<file path="src/rtl/sh7604_div_initiator_if.sv">
// Internal-bus port bundle between the divide initiator and the DIVU register responder.
// The master modport is the initiator side; the slave modport is the responder side.
interface sh7604_div_initiator_if;
  logic [31:0] IBUS_A;
  logic [31:0] IBUS_DO;
  logic [3:0]  IBUS_BA;
  logic        IBUS_WE;
  logic        IBUS_REQ;
  logic [31:0] IBUS_DI;
  logic        IBUS_BUSY;

  modport master (
    output IBUS_A,
    output IBUS_DO,
    output IBUS_BA,
    output IBUS_WE,
    output IBUS_REQ,
    input  IBUS_DI,
    input  IBUS_BUSY
  );

  modport slave (
    input  IBUS_A,
    input  IBUS_DO,
    input  IBUS_BA,
    input  IBUS_WE,
    input  IBUS_REQ,
    output IBUS_DI,
    output IBUS_BUSY
  );
endinterface

</file>
<file path="src/rtl/sh7604_div_initiator.sv">
// Drives one 32/32 or 64/32 divide through the SH7604 DIVU registers and returns Q/R/OVF.
// Define DIVINIT_TIMEOUT_EN to add a per-transaction busy timeout that aborts with RES_ERR.
module sh7604_div_initiator #(
  parameter logic [31:0] DIVU_BASE = 32'hFFFFFF00,
  parameter logic [7:0]  TMO_CYC   = 8'd255
) (
  input  logic        CLK,
  input  logic        RST_N,
  input  logic        CE_R,
  input  logic        CE_F,
  input  logic        EN,

  input  logic        CMD_VALID,
  output logic        CMD_READY,
  input  logic        CMD_DIV64,
  input  logic [31:0] CMD_DVSR,
  input  logic [31:0] CMD_DVDH,
  input  logic [31:0] CMD_DVDL,

  output logic        RES_VALID,
  output logic [31:0] RES_Q,
  output logic [31:0] RES_R,
  output logic        RES_OVF,
  output logic        RES_ERR,

  sh7604_div_initiator_if.master ibus
);

  typedef enum logic [3:0] {
    StIdle,
    StWDvcr,
    StWDvsr,
    StWDvdh,
    StWDvdl,
    StWDvdnt,
    StRDvdl,
    StRDvdh,
    StRDvcr,
    StDone
  } state_e;

  localparam logic [7:0] OffDvsr  = 8'h00;
  localparam logic [7:0] OffDvdnt = 8'h04;
  localparam logic [7:0] OffDvcr  = 8'h08;
  localparam logic [7:0] OffDvdh  = 8'h10;
  localparam logic [7:0] OffDvdl  = 8'h14;

  state_e      state_q, state_d;
  logic        div64_q, div64_d;
  logic [31:0] dvsr_q, dvsr_d;
  logic [31:0] dvdh_q, dvdh_d;
  logic [31:0] dvdl_q, dvdl_d;
  logic [31:0] stage_quot_q, stage_quot_d;
  logic [31:0] stage_rem_q, stage_rem_d;
  logic [31:0] quot_q, quot_d;
  logic [31:0] rem_q, rem_d;
  logic        ovf_q, ovf_d;

  logic [31:0] ibus_a_q, ibus_a_d;
  logic [31:0] ibus_do_q, ibus_do_d;
  logic [3:0]  ibus_ba_q, ibus_ba_d;
  logic        ibus_we_q, ibus_we_d;
  logic        ibus_req_q, ibus_req_d;
  logic [7:0]  off_d;

  logic        step;
  logic        xfer_done;

  // CE_F only marks when the responder presents read data; no local state uses it.
  logic        unused_ce_f;
  assign unused_ce_f = CE_F;

`ifdef DIVINIT_TIMEOUT_EN
  logic [7:0]  tmo_q, tmo_d;
  logic        err_q, err_d;
`else
  logic [7:0]  unused_tmo_cyc;
  assign unused_tmo_cyc = TMO_CYC;
`endif

  assign step      = EN && CE_R;
  assign xfer_done = ibus_req_q && !ibus.IBUS_BUSY;

  always_comb begin
    state_d      = state_q;
    div64_d      = div64_q;
    dvsr_d       = dvsr_q;
    dvdh_d       = dvdh_q;
    dvdl_d       = dvdl_q;
    stage_quot_d = stage_quot_q;
    stage_rem_d  = stage_rem_q;
    quot_d       = quot_q;
    rem_d        = rem_q;
    ovf_d        = ovf_q;
`ifdef DIVINIT_TIMEOUT_EN
    tmo_d        = tmo_q;
    err_d        = err_q;
`endif

    case (state_q)
      StIdle: begin
        if (CMD_VALID) begin
          state_d = StWDvcr;
          div64_d = CMD_DIV64;
          dvsr_d  = CMD_DVSR;
          dvdh_d  = CMD_DVDH;
          dvdl_d  = CMD_DVDL;
        end
      end
      StWDvcr:  if (xfer_done) state_d = StWDvsr;
      StWDvsr:  if (xfer_done) state_d = div64_q ? StWDvdh : StWDvdnt;
      StWDvdh:  if (xfer_done) state_d = StWDvdl;
      StWDvdl:  if (xfer_done) state_d = StRDvdl;
      StWDvdnt: if (xfer_done) state_d = StRDvdl;
      StRDvdl: begin
        if (xfer_done) begin
          state_d      = StRDvdh;
          stage_quot_d = ibus.IBUS_DI;
        end
      end
      StRDvdh: begin
        if (xfer_done) begin
          state_d     = StRDvcr;
          stage_rem_d = ibus.IBUS_DI;
        end
      end
      StRDvcr: begin
        // Results are published together on entry to DONE so RES_* never show a mix.
        if (xfer_done) begin
          state_d = StDone;
          quot_d  = stage_quot_q;
          rem_d   = stage_rem_q;
          ovf_d   = ibus.IBUS_DI[0];
`ifdef DIVINIT_TIMEOUT_EN
          err_d   = 1'b0;
`endif
        end
      end
      StDone:  state_d = StIdle;
      default: state_d = StIdle;
    endcase

`ifdef DIVINIT_TIMEOUT_EN
    if (ibus_req_q) begin
      if (xfer_done) begin
        tmo_d = '0;
      end else if (tmo_q == TMO_CYC - 8'd1) begin
        tmo_d   = '0;
        state_d = StDone;
        quot_d  = '0;
        rem_d   = '0;
        ovf_d   = 1'b0;
        err_d   = 1'b1;
      end else begin
        tmo_d = tmo_q + 8'd1;
      end
    end
`endif

    // Bus outputs are a function of the state being entered, so requests run back-to-back.
    ibus_req_d = 1'b1;
    ibus_ba_d  = 4'hF;
    ibus_we_d  = 1'b1;
    ibus_do_d  = '0;
    off_d      = '0;
    case (state_d)
      StWDvcr: begin
        off_d = OffDvcr;
      end
      StWDvsr: begin
        off_d     = OffDvsr;
        ibus_do_d = dvsr_d;
      end
      StWDvdh: begin
        off_d     = OffDvdh;
        ibus_do_d = dvdh_d;
      end
      StWDvdl: begin
        off_d     = OffDvdl;
        ibus_do_d = dvdl_d;
      end
      StWDvdnt: begin
        off_d     = OffDvdnt;
        ibus_do_d = dvdl_d;
      end
      StRDvdl: begin
        off_d     = OffDvdl;
        ibus_we_d = 1'b0;
      end
      StRDvdh: begin
        off_d     = OffDvdh;
        ibus_we_d = 1'b0;
      end
      StRDvcr: begin
        off_d     = OffDvcr;
        ibus_we_d = 1'b0;
      end
      default: begin
        ibus_req_d = 1'b0;
        ibus_ba_d  = 4'h0;
        ibus_we_d  = 1'b0;
      end
    endcase
    ibus_a_d = ibus_req_d ? (DIVU_BASE + {24'h0, off_d}) : 32'h0;
  end

  always_ff @(posedge CLK or negedge RST_N) begin
    if (!RST_N) begin
      state_q      <= StIdle;
      div64_q      <= 1'b0;
      dvsr_q       <= '0;
      dvdh_q       <= '0;
      dvdl_q       <= '0;
      stage_quot_q <= '0;
      stage_rem_q  <= '0;
      quot_q       <= '0;
      rem_q        <= '0;
      ovf_q        <= 1'b0;
      ibus_a_q     <= '0;
      ibus_do_q    <= '0;
      ibus_ba_q    <= '0;
      ibus_we_q    <= 1'b0;
      ibus_req_q   <= 1'b0;
    end else if (step) begin
      state_q      <= state_d;
      div64_q      <= div64_d;
      dvsr_q       <= dvsr_d;
      dvdh_q       <= dvdh_d;
      dvdl_q       <= dvdl_d;
      stage_quot_q <= stage_quot_d;
      stage_rem_q  <= stage_rem_d;
      quot_q       <= quot_d;
      rem_q        <= rem_d;
      ovf_q        <= ovf_d;
      ibus_a_q     <= ibus_a_d;
      ibus_do_q    <= ibus_do_d;
      ibus_ba_q    <= ibus_ba_d;
      ibus_we_q    <= ibus_we_d;
      ibus_req_q   <= ibus_req_d;
    end
  end

`ifdef DIVINIT_TIMEOUT_EN
  always_ff @(posedge CLK or negedge RST_N) begin
    if (!RST_N) begin
      tmo_q <= '0;
      err_q <= 1'b0;
    end else if (step) begin
      tmo_q <= tmo_d;
      err_q <= err_d;
    end
  end

  assign RES_ERR = err_q;
`else
  assign RES_ERR = 1'b0;
`endif

  assign CMD_READY     = (state_q == StIdle);
  assign RES_VALID     = (state_q == StDone);
  assign RES_Q         = quot_q;
  assign RES_R         = rem_q;
  assign RES_OVF       = ovf_q;

  assign ibus.IBUS_A   = ibus_a_q;
  assign ibus.IBUS_DO  = ibus_do_q;
  assign ibus.IBUS_BA  = ibus_ba_q;
  assign ibus.IBUS_WE  = ibus_we_q;
  assign ibus.IBUS_REQ = ibus_req_q;

endmodule

</file>
<file path="src/flat_wrapper.sv">
// flat-port wrapper written by rule: the top's interface ports become plain ports
module sh7604_div_initiator_flat 
#(
  parameter logic [31:0] DIVU_BASE = 32'hFFFFFF00,
  parameter logic [7:0]  TMO_CYC   = 8'd255
)
  (CLK, RST_N, CE_R, CE_F, EN, CMD_VALID, CMD_READY, CMD_DIV64, CMD_DVSR, CMD_DVDH, CMD_DVDL, RES_VALID, RES_Q, RES_R, RES_OVF, RES_ERR, ibus_IBUS_A, ibus_IBUS_DO, ibus_IBUS_BA, ibus_IBUS_WE, ibus_IBUS_REQ, ibus_IBUS_DI, ibus_IBUS_BUSY);
  sh7604_div_initiator_if ibus_i ();
  input  logic CLK;
  input  logic RST_N;
  input  logic CE_R;
  input  logic CE_F;
  input  logic EN;
  input  logic CMD_VALID;
  output logic CMD_READY;
  input  logic CMD_DIV64;
  input  logic [31:0] CMD_DVSR;
  input  logic [31:0] CMD_DVDH;
  input  logic [31:0] CMD_DVDL;
  output logic RES_VALID;
  output logic [31:0] RES_Q;
  output logic [31:0] RES_R;
  output logic RES_OVF;
  output logic RES_ERR;
  output wire logic [$bits(ibus_i.IBUS_A)-1:0] ibus_IBUS_A;
  output wire logic [$bits(ibus_i.IBUS_DO)-1:0] ibus_IBUS_DO;
  output wire logic [$bits(ibus_i.IBUS_BA)-1:0] ibus_IBUS_BA;
  output wire logic [$bits(ibus_i.IBUS_WE)-1:0] ibus_IBUS_WE;
  output wire logic [$bits(ibus_i.IBUS_REQ)-1:0] ibus_IBUS_REQ;
  input wire logic [$bits(ibus_i.IBUS_DI)-1:0] ibus_IBUS_DI;
  input wire logic [$bits(ibus_i.IBUS_BUSY)-1:0] ibus_IBUS_BUSY;
  assign ibus_IBUS_A = ibus_i.IBUS_A;
  assign ibus_IBUS_DO = ibus_i.IBUS_DO;
  assign ibus_IBUS_BA = ibus_i.IBUS_BA;
  assign ibus_IBUS_WE = ibus_i.IBUS_WE;
  assign ibus_IBUS_REQ = ibus_i.IBUS_REQ;
  assign ibus_i.IBUS_DI = ibus_IBUS_DI;
  assign ibus_i.IBUS_BUSY = ibus_IBUS_BUSY;
  sh7604_div_initiator #(.DIVU_BASE(DIVU_BASE), .TMO_CYC(TMO_CYC)) u_core (.CLK(CLK), .RST_N(RST_N), .CE_R(CE_R), .CE_F(CE_F), .EN(EN), .CMD_VALID(CMD_VALID), .CMD_READY(CMD_READY), .CMD_DIV64(CMD_DIV64), .CMD_DVSR(CMD_DVSR), .CMD_DVDH(CMD_DVDH), .CMD_DVDL(CMD_DVDL), .RES_VALID(RES_VALID), .RES_Q(RES_Q), .RES_R(RES_R), .RES_OVF(RES_OVF), .RES_ERR(RES_ERR), .ibus(ibus_i));
endmodule
</file>
<file path="config.mk">
export PLATFORM = sky130hd
export DESIGN_NAME = sh7604_div_initiator_flat
export DESIGN_NICKNAME = d
export VERILOG_FILES = /design/src/rtl/sh7604_div_initiator_if.sv /design/src/rtl/sh7604_div_initiator.sv /design/src/flat_wrapper.sv
export SDC_FILE = /design/constraint.sdc
export NUM_CORES = 1
export LEC_CHECK = 0
export ABC_AREA = 1
export BUFFER_PORTS_ARGS = -buffer_cell sky130_fd_sc_hd__buf_4
export CORE_MARGIN = 1
export CORE_UTILIZATION = 25
export DETAILED_ROUTE_END_ITERATION = 8
export PLACE_DENSITY = 0.51
export SYNTH_ARGS = -nofsm -noshare
export SYNTH_HDL_FRONTEND = slang
export SYNTH_SLANG_ARGS = --single-unit
</file>
<file path="constraint.sdc">
create_clock -name CLK -period 2.6 [get_ports CLK]
set_input_delay 0.65 -clock CLK [delete_from_list [all_inputs] [get_ports CLK]]
set_output_delay 0.65 -clock CLK [all_outputs]
set_load 0.01 [all_outputs]
</file>
# Yosys cells after proc, flatten, opt, wreduce, memory -nomap -nowiden

Cells that the tools add are included.
Widths: inputs -> output; s select.

Bits in registers: 300
Output and inout port bits: 138
Logic and storage cells: 70

Add/sub/neg operators: 1
Eq/ne operators: 17
Multiplexer cells: 22
Reduce and logical (&&, ||, !) cells: 15

Operator list:

| operator             | count |
|---|---|
| $mux 32              | 7 |
| $pmux 32 s3          | 1 |
| $mux 4               | 9 |
| $eq 4x3->1 const B   | 8 |
| $pmux 4 s8           | 1 |
| $pmux 5 s4           | 1 |
| $eq 4x2->1 const B   | 4 |
| $eq 4x4->1 const B   | 3 |
| $reduce_and 3->1     | 4 |
| $add 9x6->10 const A | 1 |
| $reduce_or 2->1      | 5 |
| $eq 4x1->1 const B   | 2 |
| $reduce_or 8->1      | 1 |
| $reduce_or 5->1      | 1 |
| $logic_not 4->1      | 1 |
| $mux 3               | 1 |
| $logic_and 1x1->1    | 2 |
| $mux 1               | 2 |
| $logic_not 1->1      | 1 |

# Longest topological paths before layout

Gate-level depths: netlist of run 1.

Word-level depth: 9
Mapped depth: 12
Mapped depth without buffers: 11

# Worst setup path before layout of run 1

OpenSTA, ideal clock, no wires.

Path kind: register to register
From: register, netlist name u_core.ibus.IBUS_BA[2]
To: register u_core.rem_q[24] (netlist: u_core.RES_R[24])
Data arrival time: 2.067 ns
Required time: 2.473 ns
Slack: 0.405 ns
Cell stages (with the launch flop): 8
Clock period less this slack: 2.195 ns
Cell sequence: dfrtp_1 > inv_2 > nor2_8 > nand4_1 > or2_1 > buf_6 > buf_6 > mux2_1

RTL lines:

| item                   | RTL line                    | source |
|---|---|---|
| end signal: assignment | sh7604_div_initiator.sv:233 | `rem_q <= rem_d;` |
| end: declaration       | sh7604_div_initiator.sv:56  | `logic [31:0] rem_q, rem_d;` |

==> run summary, run 1 <==
Run status
* complete, no violations — outcome

Hold path
* in -> async — worst hold path class

Critical path
* 35 — Max FO, Critical Path
* 2810 ps — arrival time reported for the critical path endpoint
* reg -> reg — startpoint-to-endpoint class of the critical path
* 3050 ps — required arrival time at the worst endpoint
* flip-flop — element type at the critical path end
* flip-flop — element type at the critical path start

STA
* 2360 ps — shortest clock period the worst path allows after layout
* 0 — final max-slew violation count
* 15.5 ps — final setup skew
* 423 MHz — upper clock frequency limit
* 0 — final setup violation count
* 17.3 ps — Min Hold Slack
* 0.909 — Final Cycle Share
* 0 — final hold violation count
* 0.507 — Worst slew margin
* 738 ps — actual slew at the worst max-slew pin
* false — RSZ-0062 raised after global routing

CTS
* 0 — postcts setup bufs
* sky130_fd_sc_hd__clkbuf_16 — CTS Root Cell
* 3 — Max Root-Sink Buffers
* 267 — Sinks on Clock Net
* done — clock tree from TritonCTS
* 60 ps — Clock Pin Slew Worst Setup and Hold Paths
* 31 — number of clock buffers inserted by TritonCTS
* 0 — hold buffer count at CTS
* 560 ps — clock network latency to the later pin of the worst-skew pair
* 1 — depth of the CTS H-tree

Synth
* 8.72 um^2 — synthesized area per cell
* 1412 — Synth Instances
* 1.00 — fraction of synthesis flops using an asynchronous set or reset pin
* 0.543 — top-area cell type share of the netlist area
* 30 — Yosys cell types
* sky130_fd_sc_hd__nand2_1, sky130_fd_sc_hd__dfrtp_1, sky130_fd_sc_hd__o21ai_0, sky130_fd_sc_hd__inv_1, sky130_fd_sc_hd__nand3_1 — cell types with the highest counts after synthesis
* sky130_fd_sc_hd__dfrtp_1, sky130_fd_sc_hd__nand2_1, sky130_fd_sc_hd__o21ai_0 — dominant cells by area after synthesis
* 0.0585 — mux cell area share after synthesis
* sky130_fd_sc_hd__nand2_1 — dominant cell by count in the synthesized netlist
* 267 — Seq cells post-synth
* 0 — warnings from Yosys
* sky130_fd_sc_hd__dfrtp_1 — cell taking the most area after synthesis
* simple AND/OR/NAND/NOR gates — main combinational cell family by area after synthesis
* sky130_fd_sc_hd__dfrtp_1 — commonest register cell after synthesis
* 0 — post-synthesis xor/xnor area fraction
* 0.0123 mm^2 — area of the mapped netlist
* 0.111 — compound-gate portion of the synthesized area
* 0.189 — area share of and/or/nand/nor cells after synthesis
* 0 — number of synthesized flops with an enable pin
* 0 — adder and majority gate portion of the synthesized area
* 0.543 — portion of the post-synthesis area used by sequential elements

Floorplan
* 224 um — DIE HEIGHT
* 0.256 — initial core utilization
* 224 um — overall die width
* 0.0481 mm^2 — Core Region
* 80 — row cnt
* 274 — I/O pin cnt
* 0.0502 mm^2 — full die area

Routing
* 36600 um — wirelength, routed
* 4.36 — number of vias per cell after detailed routing
* 15.8 um — average routed wire per standard cell
* 5 — first-pass detailed-route iteration total
* 688 — first-iteration detailed-routing DRC count
* 0 — final routed DRC violation total
* 0 — number of routed nets with antenna violations
* 10.1k — total via count after detailed routing

Final layout
* 30.3% — area overhead of the layout relative to synthesis
* 0.268 — fraction of layout cells with a size suffix above 1
* 5043 — fill cell instance count of the final layout
* 2312 — number of non-filler instances in the completed layout
* 0.0161 mm^2 — design area
* 1766 — nets

Global route
* 2 — antenna violations before repair
* 57200 um — global-route wire length before repair
* 9932 — vias in the first global route
* 0.145 — Total GRT Usage
* 0 — GRT Residual Overflow
* 113 — maximum number of pins on one net before global-route repair

Placed design
* 0.0149 mm^2 — instance area after placement
* 266 — count of buffers inserted at the top-level ports
* 0.778 — Final Wtd Congestion
* 24200 um — post-DP HPWL
* 2252 — placed cell count

Power
* 0.000690 V — IR Drop Worst-Case VDD
* 16300 uW — final total power
* 1010 mW/mm^2 — power density relative to cell area
* 0.00846 uW — Static Leakage

Run
* 0 — max-cap violation count

## cell families (layout without fill, tap and decap cells)
logic type	count (synthesis)	in the layout
flip-flops	267	267
AO/OA/AOI/OAI	270	270
multiplexers	64	64
AND/OR/NAND/NOR	547	548
buffers and inverters	263	499
other	1	8
## layout make-up
class	instances	area, um^2	area share
Clock buffer	40	880	0.0548
Timing Repair Buffer	301	2420	0.151
Tap cell	656	821	0.0511
Inverter	141	529	0.0330
Sequential cell	267	6680	0.416
Multi-Input combinational cell	888	4470	0.279
Clock inverter	17	248	0.0154
Antenna cell	2	5.00	0.000312
## power by group
group	switching, uW	leakage [uW]	internal, uW	total [uW]
registers	630	0.00355	5300	5930
clock network	1790	0.000555	2970	4760
logic	3450	0.00435	2110	5570
## sequential cells by signal (all words and copies together), names as in the netlist
register / cells
u_core.RES_Q: 32
u_core.RES_R: 32
u_core.dvdh_q: 32
u_core.dvdl_q: 32
u_core.dvsr_q: 32
u_core.ibus.IBUS_DO: 32
u_core.stage_quot_q: 32
u_core.stage_rem_q: 32
u_core.state_q: 4
u_core.ibus.IBUS_A: 3
u_core.RES_OVF: 1
u_core.div64_q: 1
u_core.ibus.IBUS_BA: 1
u_core.ibus.IBUS_WE: 1
## placed cells by master (no fill, tap or decap), drive strengths merged
cell / n
nand2: 420
buf: 301
dfrtp: 267
o21ai: 265
inv: 141
nand3: 75
mux2: 64
clkbuf: 40
nand4: 36
nor2: 14
clkinv: 9
conb: 6
bufinv: 6
a21oi: 4
diode: 2
clkinvlp: 2
nor3: 1
or2: 1
o21bai: 1
nor3b: 1
## layer usage
metal / vias up / GRT usage / routed length (um)
li1: 4943 / - / -
met4: 0 / 0.0464 / 838
met2: 226 / 0.244 / 17800
met3: 44 / 0.0176 / 1500
met5: - / 0 / 0
met1: 4875 / 0.192 / 16400
## repair_timing
action,in CTS,in global routing
hold endpoints to repair,0,0
endpoints found under the setup margin,0,32
resized for setup,0,1
## path summary, 6_finish.rpt
| check | from | slack, ps | depth (start not counted) | endpoint |
|---|---|---|---|---|
| max | u_core.ibus.IBUS_BA[2] | 240 | 12 | u_core.ibus.IBUS_BA[2] |
| min | RST_N | 20 | 1 | u_core.dvdl_q[18] |
| min in group CLK | CMD_DVDL[11] | 360 | 3 | u_core.dvdl_q[11] |
| min reg2reg | u_core.stage_rem_q[16] | 480 | 2 | u_core.stage_rem_q[16] |
| max reg2reg | u_core.ibus.IBUS_BA[2] | 240 | 12 | u_core.ibus.IBUS_BA[2] |
| max in group asynchronous | RST_N | 1860 | 2 | u_core.RES_R[24] |
## through the flow
| stage | utilization | setup WS [ps] | setup TNS, ps |
|---|---|---|---|
| final | 0.333 | 236 | 0 |
| after detailed placement | 0.310 | -108 | -834 |
| after CTS | 0.333 | 13.4 | 0 |
| after floorplan | - | 405 | 0 |
| after global routing | 0.333 | 82.8 | 0 |
| after global placement | 0.310 | -67.7 | -560 |
## critical path: stages (launching register included)
cell and delay (ps):
sky130_fd_sc_hd__dfrtp_1 510, sky130_fd_sc_hd__inv_2 110, sky130_fd_sc_hd__nor2_8 150, sky130_fd_sc_hd__nor2_1 80, sky130_fd_sc_hd__nand2_1 60, sky130_fd_sc_hd__nand2_1 100, sky130_fd_sc_hd__nor2_4 250, sky130_fd_sc_hd__buf_4 530
sky130_fd_sc_hd__nand2_1 140, sky130_fd_sc_hd__o21bai_1 150, sky130_fd_sc_hd__nand2_1 70, sky130_fd_sc_hd__nand2_1 60, sky130_fd_sc_hd__nand2_1 50
No activity file was read; power rests on OpenSTA's default activity.
==> run 2: changes to the inputs <==
--- a/config.mk
+++ b/config.mk
@@ -9,6 +9,7 @@
 export BUFFER_PORTS_ARGS = -buffer_cell sky130_fd_sc_hd__buf_4
 export CORE_MARGIN = 1
 export CORE_UTILIZATION = 25
+export CTS_BUF_LIST = sky130_fd_sc_hd__clkbuf_8 sky130_fd_sc_hd__clkbuf_16
 export DETAILED_ROUTE_END_ITERATION = 8
 export PLACE_DENSITY = 0.51
 export SYNTH_ARGS = -nofsm -noshare
==> run 2 against run 1 <==
Compared with the run above:
- utilization is the same
- worst hold slack about the same
- non-clock buffer count unchanged
- via count about the same
- highest routed layer unchanged
==> run summary, run 2 (synthesis results as in run 1) <==
Placed design
* 0.0149 mm^2 — instance area after placement, unchanged
* -108 ps — minimum setup slack after placement, unchanged
* 24200 um — post-DP HPWL, unchanged
* 266 — count of buffers inserted at the top-level ports, unchanged
* 0.778 — Final Wtd Congestion, unchanged

Critical path
* 240 ps — Reg2Reg Setup Slack, about the same
* flip-flop — element type at the critical path start, unchanged
* 35 — Max FO, Critical Path, unchanged
* reg -> reg — startpoint-to-endpoint class of the critical path, unchanged
* 12 — worst reg-to-reg path cell count, unchanged
* u_core.ibus.IBUS_BA[2] — Worst R2R Start, unchanged
* 2810 ps — arrival time reported for the critical path endpoint, about the same
* u_core.ibus.IBUS_BA[2] — Crit Reg-Reg Endpoint, unchanged
* 3050 ps — required arrival time at the worst endpoint, about the same
* u_core.ibus.IBUS_BA[2] — worst setup path start, unchanged
* u_core.ibus.IBUS_BA[2] — worst setup path endpoint, unchanged
* flip-flop — element type at the critical path end, unchanged

Routing
* 0 — number of routed nets with antenna violations, unchanged
* 10.1k — total via count after detailed routing, about the same
* 36600 um — wirelength, routed, about the same
* 688 — first-iteration detailed-routing DRC count, unchanged
* 4.36 — number of vias per cell after detailed routing, about the same
* 0 — final routed DRC violation total, unchanged
* 5 — first-pass detailed-route iteration total, unchanged
* 15.8 um — average routed wire per standard cell, about the same

Final layout
* sky130_fd_sc_hd__nand2_1 — most common cell after layout, fill and taps aside, unchanged
* 1766 — nets, unchanged
* 0.0161 mm^2 — design area, unchanged
* sky130_fd_sc_hd__nand2_1, sky130_fd_sc_hd__buf_4, sky130_fd_sc_hd__dfrtp_1, sky130_fd_sc_hd__o21ai_0, sky130_fd_sc_hd__inv_1 — most frequent cells in the layout, unchanged
* 0.268 — fraction of layout cells with a size suffix above 1, unchanged
* 30.3% — area overhead of the layout relative to synthesis, unchanged

Global route
* 0.145 — Total GRT Usage, unchanged
* 0 — GRT Residual Overflow, unchanged
* 2 — antenna violations before repair, unchanged
* 113 — maximum number of pins on one net before global-route repair, unchanged
* 57200 um — global-route wire length before repair, unchanged
* 9932 — vias in the first global route, unchanged

CTS
* 267 — Sinks on Clock Net, unchanged
* sky130_fd_sc_hd__clkbuf_16 — CTS Root Cell, unchanged
* 3 — Max Root-Sink Buffers, unchanged
* 1 — depth of the CTS H-tree, unchanged
* done — clock tree from TritonCTS, unchanged
* 0 — postcts setup bufs, unchanged
* 560 ps — clock network latency to the later pin of the worst-skew pair, about the same
* 60 ps — Clock Pin Slew Worst Setup and Hold Paths, about the same
* 31 — number of clock buffers inserted by TritonCTS, unchanged

Power
* 10400 uW — internal power, about the same
* 0.292 — relative contribution of the clock network to total power, was 0.293
* 0.362 — switching share of power, was 0.361
* 0.365 — part of the power in registers, about the same
* 0.000690 V — IR Drop Worst-Case VDD, about the same
* 16300 uW — final total power, about the same
* 0.342 — combinational fraction of design power, about the same
* 5880 uW — net switching power figure, about the same
* 1010 mW/mm^2 — power density relative to cell area, about the same
* 0.00847 uW — Static Leakage, was 0.00846 uW

STA
* 0 — final hold violation count, unchanged
* 236 ps — Final Worst Setup Slack, about the same
* 0 ps — total negative slack, unchanged
* false — RSZ-0062 raised after global routing, unchanged
* 0.909 — Final Cycle Share, about the same
* 2360 ps — shortest clock period the worst path allows after layout, about the same
* 737 ps — actual slew at the worst max-slew pin, was 738 ps
* 423 MHz — upper clock frequency limit, about the same
* 0.508 — Worst slew margin, was 0.507
* 15.6 ps — final setup skew, was 15.5 ps
* 0 — final setup violation count, unchanged
* 0 — final max-slew violation count, unchanged
* 17.3 ps — Min Hold Slack, about the same

Run
* 0 — max-cap violation count, unchanged

Run status
* complete, no violations — outcome, unchanged

Hold path
* in -> async — worst hold path class, unchanged

Floorplan
* 80 — row cnt, unchanged
* 224 um — DIE HEIGHT, unchanged
* 0.256 — initial core utilization, unchanged
* 0.0502 mm^2 — full die area, unchanged
* 224 um — overall die width, unchanged
* 274 — I/O pin cnt, unchanged
* 0.0481 mm^2 — Core Region, unchanged

## run 2: changes by cell type in the layout (fill, tap and decap cells not counted), sizes merged
cell    change
clkbuf      -2
inv         +2
## run 2: metal layers
layer,GRT usage,part of all wire,vias to the layer above
li1,-,-,4943
met1,0.192,0.45,4868
met2,0.244,0.49,225
met3,0.0176,0.041,44
met4,0.0464,0.023,0
met5,0,0,-
## run 2: timing repair
item	CTS	global route
hold buffers	0	0
gates resized for setup	0	1
hold endpoints to repair	0	0
endpoints found under the setup margin	0	32
## run 2: layout make-up
type	instances	area, um^2
Fill cell	5043	32100
Multi-Input combinational cell	888	4470
Sequential cell	267	6680
Antenna cell	2	5.00
Inverter	141	529
Tap cell	656	821
Clock inverter	19	255
Timing Repair Buffer	301	2420
Clock buffer	38	872
## run 2: worst min-delay path by stage
stage / slack [ps] / start / to / cells past startpoint
final: 20 / RST_N / u_core.dvdl_q[18] / 1
after global routing: 30 / RST_N / u_core.dvdl_q[18] / 1
after CTS: 6 / RST_N / u_core.dvdl_q[18] / 1
after detailed placement: 470 / u_core.ibus.IBUS_DO[21] / u_core.ibus.IBUS_DO[21] / 2
after global placement: 460 / u_core.stage_rem_q[29] / u_core.stage_rem_q[29] / 2
after floorplan: 350 / RST_N / u_core.RES_OVF / 0
## run 2: power by group through the flow
stage | logic (uW) | clock network [uW] | registers [uW]
after global routing | 6280 | 5070 | 6080
after floorplan | 3700 | 0 | 5950
after global placement | 5470 | 0 | 5950
final | 5570 | 4750 | 5930
after CTS | 5570 | 4910 | 5930
after detailed placement | 5550 | 0 | 5990
## run 2: stage by stage
| stage | instances | util |
|---|---|---|
| after global placement | 2252 | 0.310 |
| after global routing | 2312 | 0.333 |
| after detailed placement | 2252 | 0.310 |
| after CTS | 2309 | 0.333 |
| after floorplan | 1417 | - |
| final | 2312 | 0.333 |
## run 2: worst max-delay path: stages (launching register included)
cell and delay [ps]:
sky130_fd_sc_hd__dfrtp_1 510, sky130_fd_sc_hd__inv_2 110, sky130_fd_sc_hd__nor2_8 150, sky130_fd_sc_hd__nor2_1 80, sky130_fd_sc_hd__nand2_1 60, sky130_fd_sc_hd__nand2_1 100
sky130_fd_sc_hd__nor2_4 250, sky130_fd_sc_hd__buf_4 530, sky130_fd_sc_hd__nand2_1 140, sky130_fd_sc_hd__o21bai_1 150, sky130_fd_sc_hd__nand2_1 70, sky130_fd_sc_hd__nand2_1 60
sky130_fd_sc_hd__nand2_1 50
==> run 3: changes to the inputs <==
--- a/config.mk
+++ b/config.mk
@@ -7,11 +7,11 @@
 export LEC_CHECK = 0
 export ABC_AREA = 1
 export BUFFER_PORTS_ARGS = -buffer_cell sky130_fd_sc_hd__buf_4
+export CAP_MARGIN = 20
 export CORE_MARGIN = 1
 export CORE_UTILIZATION = 25
 export CTS_BUF_LIST = sky130_fd_sc_hd__clkbuf_8 sky130_fd_sc_hd__clkbuf_16
 export DETAILED_ROUTE_END_ITERATION = 8
-export PLACE_DENSITY = 0.51
 export SYNTH_ARGS = -nofsm -noshare
 export SYNTH_HDL_FRONTEND = slang
 export SYNTH_SLANG_ARGS = --single-unit
==> run 3 against run 2 <==
Compared with the run above:
- wire length down 3.6%
- combinational power decreased by 0.9%
- sequential power is essentially flat
- global-route usage is 0.51 points lower
- register-to-register slack improved by 220 ps
- count of clock-buffer cells in the layout fell by 2
==> run summary, run 3 (synthesis results as in run 1) <==
Power
* 0.365 — switching share of power, was 0.362
* 994 mW/mm^2 — power density relative to cell area, was 1010 mW/mm^2
* 0.280 — relative contribution of the clock network to total power, was 0.292
* 0.347 — combinational fraction of design power, was 0.342
* 0.000711 V — IR Drop Worst-Case VDD, was 0.000690 V
* 0.373 — part of the power in registers, was 0.365
* 5810 uW — net switching power figure, was 5880 uW
* 0.00844 uW — Static Leakage, was 0.00847 uW
* 15900 uW — final total power, was 16300 uW
* 10100 uW — internal power, was 10400 uW

Floorplan
* 0.256 — initial core utilization, unchanged
* 80 — row cnt, unchanged
* 0.0481 mm^2 — Core Region, unchanged
* 0.0502 mm^2 — full die area, unchanged
* 224 um — DIE HEIGHT, unchanged
* 274 — I/O pin cnt, unchanged
* 224 um — overall die width, unchanged

Global route
* 9793 — vias in the first global route, was 9932
* 2 — antenna violations before repair, unchanged
* 0 — GRT Residual Overflow, unchanged
* 55700 um — global-route wire length before repair, was 57200 um
* 0.140 — Total GRT Usage, was 0.145
* 77 — maximum number of pins on one net before global-route repair, was 113

CTS
* sky130_fd_sc_hd__clkbuf_16 — CTS Root Cell, unchanged
* 0 — hold buffer count at CTS, unchanged
* 60 ps — Clock Pin Slew Worst Setup and Hold Paths, about the same
* 267 — Sinks on Clock Net, unchanged
* 0 — Resized cells post-CTS, unchanged
* 3 — Max Root-Sink Buffers, unchanged
* 0 — postcts setup bufs, unchanged
* done — clock tree from TritonCTS, unchanged
* 31 — number of clock buffers inserted by TritonCTS, unchanged
* 570 ps — clock network latency to the later pin of the worst-skew pair, was 560 ps
* 1 — depth of the CTS H-tree, unchanged

Placed design
* 24100 um — post-DP HPWL, was 24200 um
* 266 — count of buffers inserted at the top-level ports, unchanged
* 0.803 — Final Wtd Congestion, was 0.778

Critical path
* 1950 ps — required arrival time at the worst endpoint, was 3050 ps
* 5 — Max FO, Critical Path, was 35
* primary output — element type at the critical path end, was flip-flop
* flip-flop — element type at the critical path start, unchanged
* reg -> out — startpoint-to-endpoint class of the critical path, was reg -> reg
* 1610 ps — arrival time reported for the critical path endpoint, was 2810 ps

Final layout
* 0.266 — fraction of layout cells with a size suffix above 1, was 0.268
* 4986 — fill cell instance count of the final layout, was 5043
* 0.00446 mm^2 — multi-input gate area in the final layout, was 0.00447 mm^2
* 1764 — nets, was 1766
* 0.00668 mm^2 — combined flip-flop and latch cell area, unchanged
* sky130_fd_sc_hd__nand2_1, sky130_fd_sc_hd__buf_4, sky130_fd_sc_hd__dfrtp_1, sky130_fd_sc_hd__o21ai_0, sky130_fd_sc_hd__inv_1 — most frequent cells in the layout, unchanged
* 0.332 — fraction of the core area covered by cells at the end of the flow, was 0.333
* 29.8% — area overhead of the layout relative to synthesis, was 30.3%
* sky130_fd_sc_hd__nand2_1 — most common cell after layout, fill and taps aside, unchanged

Routing
* 0 — number of routed nets with antenna violations, unchanged
* 35300 um — wirelength, routed, was 36600 um
* 637 — first-iteration detailed-routing DRC count, was 688
* 5 — first-pass detailed-route iteration total, unchanged
* 10.1k — total via count after detailed routing, about the same
* 4.36 — number of vias per cell after detailed routing, about the same
* 0 — final routed DRC violation total, unchanged
* 15.3 um — average routed wire per standard cell, was 15.8 um

Run
* 0 — max-cap violation count, unchanged

STA
* 2260 ps — shortest clock period the worst path allows after layout, was 2360 ps
* false — RSZ-0062 raised after global routing, unchanged
* 0 — final setup violation count, unchanged
* 0.642 — Worst slew margin, was 0.508
* 0 — final max-slew violation count, unchanged
* 16.1 ps — final setup skew, was 15.6 ps
* 538 ps — actual slew at the worst max-slew pin, was 737 ps
* 0.869 — Final Cycle Share, was 0.909
* 0 — final hold violation count, unchanged
* 0 ps — total negative slack, unchanged
* 442 MHz — upper clock frequency limit, was 423 MHz

Run status
* complete, no violations — outcome, unchanged

Hold path
* in -> async — worst hold path class, unchanged

run 3: cell count changes in the layout (fill, tap and decap cells not counted):
cell	before	now
sky130_fd_sc_hd__inv_1	137	139
sky130_fd_sc_hd__clkbuf_8	7	5
sky130_fd_sc_hd__bufinv_16	6	3
sky130_fd_sc_hd__buf_12	12	15
sky130_fd_sc_hd__nor2_4	5	4
sky130_fd_sc_hd__clkinv_2	7	8
sky130_fd_sc_hd__buf_4	288	284
sky130_fd_sc_hd__inv_6	0	2
sky130_fd_sc_hd__clkinvlp_4	2	3
run 3: worst max-delay path, cell delays in order, from the launching register on:
cell and delay (ps):
sky130_fd_sc_hd__dfrtp_1 460, sky130_fd_sc_hd__nor2_2 300, sky130_fd_sc_hd__nand2_1 120, sky130_fd_sc_hd__inv_1 70, sky130_fd_sc_hd__buf_4 110
run 3: layout make-up:
class                      count  share of cell area
timing repair buffer         300               0.153
clock inverter                22              0.0127
inverter                     141              0.0331
clock buffer                  36              0.0528
sequential                   267               0.418
tap                          656              0.0513
multi-input combinational    887               0.279
antenna                        2            0.000313
run 3: path summary, 6_finish.rpt:
check                                             from                       to  slack, ps  depth (start not counted)
worst max-delay path                 u_core.state_q[3]                CMD_READY        340                          4
worst min-delay path                             RST_N         u_core.RES_Q[30]         40                          1
worst max register to register       u_core.state_q[3]  u_core.ibus.IBUS_DO[10]        460                         10
worst min register to register  u_core.stage_quot_q[0]   u_core.stage_quot_q[0]        480                          2
max in group asynchronous                        RST_N  u_core.ibus.IBUS_DO[13]       1870                          2
min in group CLK                          CMD_DVDL[14]        u_core.dvdl_q[14]        360                          3
run 3: per-layer routing:
layer  GRT usage  wire (um)  vias up
li1            -          -     4955
met1       0.192      15900     4821
met2       0.224      16800      247
met3      0.0167       1620       62
met4      0.0524       1020        0
met5           0          0        -
run 3: power by group through the flow:
stage | combinational (uW) | sequential (uW) | clock (uW)
floorplan | 3700 | 5950 | 0
global placement | 5500 | 5930 | 0
detailed placement | 5600 | 5980 | 0
CTS | 5610 | 5920 | 4610
global route | 6280 | 6070 | 4750
finish | 5520 | 5920 | 4450
run 3: per-stage QoR:
step                      cells  hold slack (ps)  instance area [um^2]  setup slack, ps
after floorplan            1417              354                 12300              405
after global placement     2251              461                 14900              347
after detailed placement   2251              467                 14900              317
after CTS                  2309             14.5                 16000              273
after global routing       2311             52.5                 16000              224
final                      2311             37.7                 16000              339
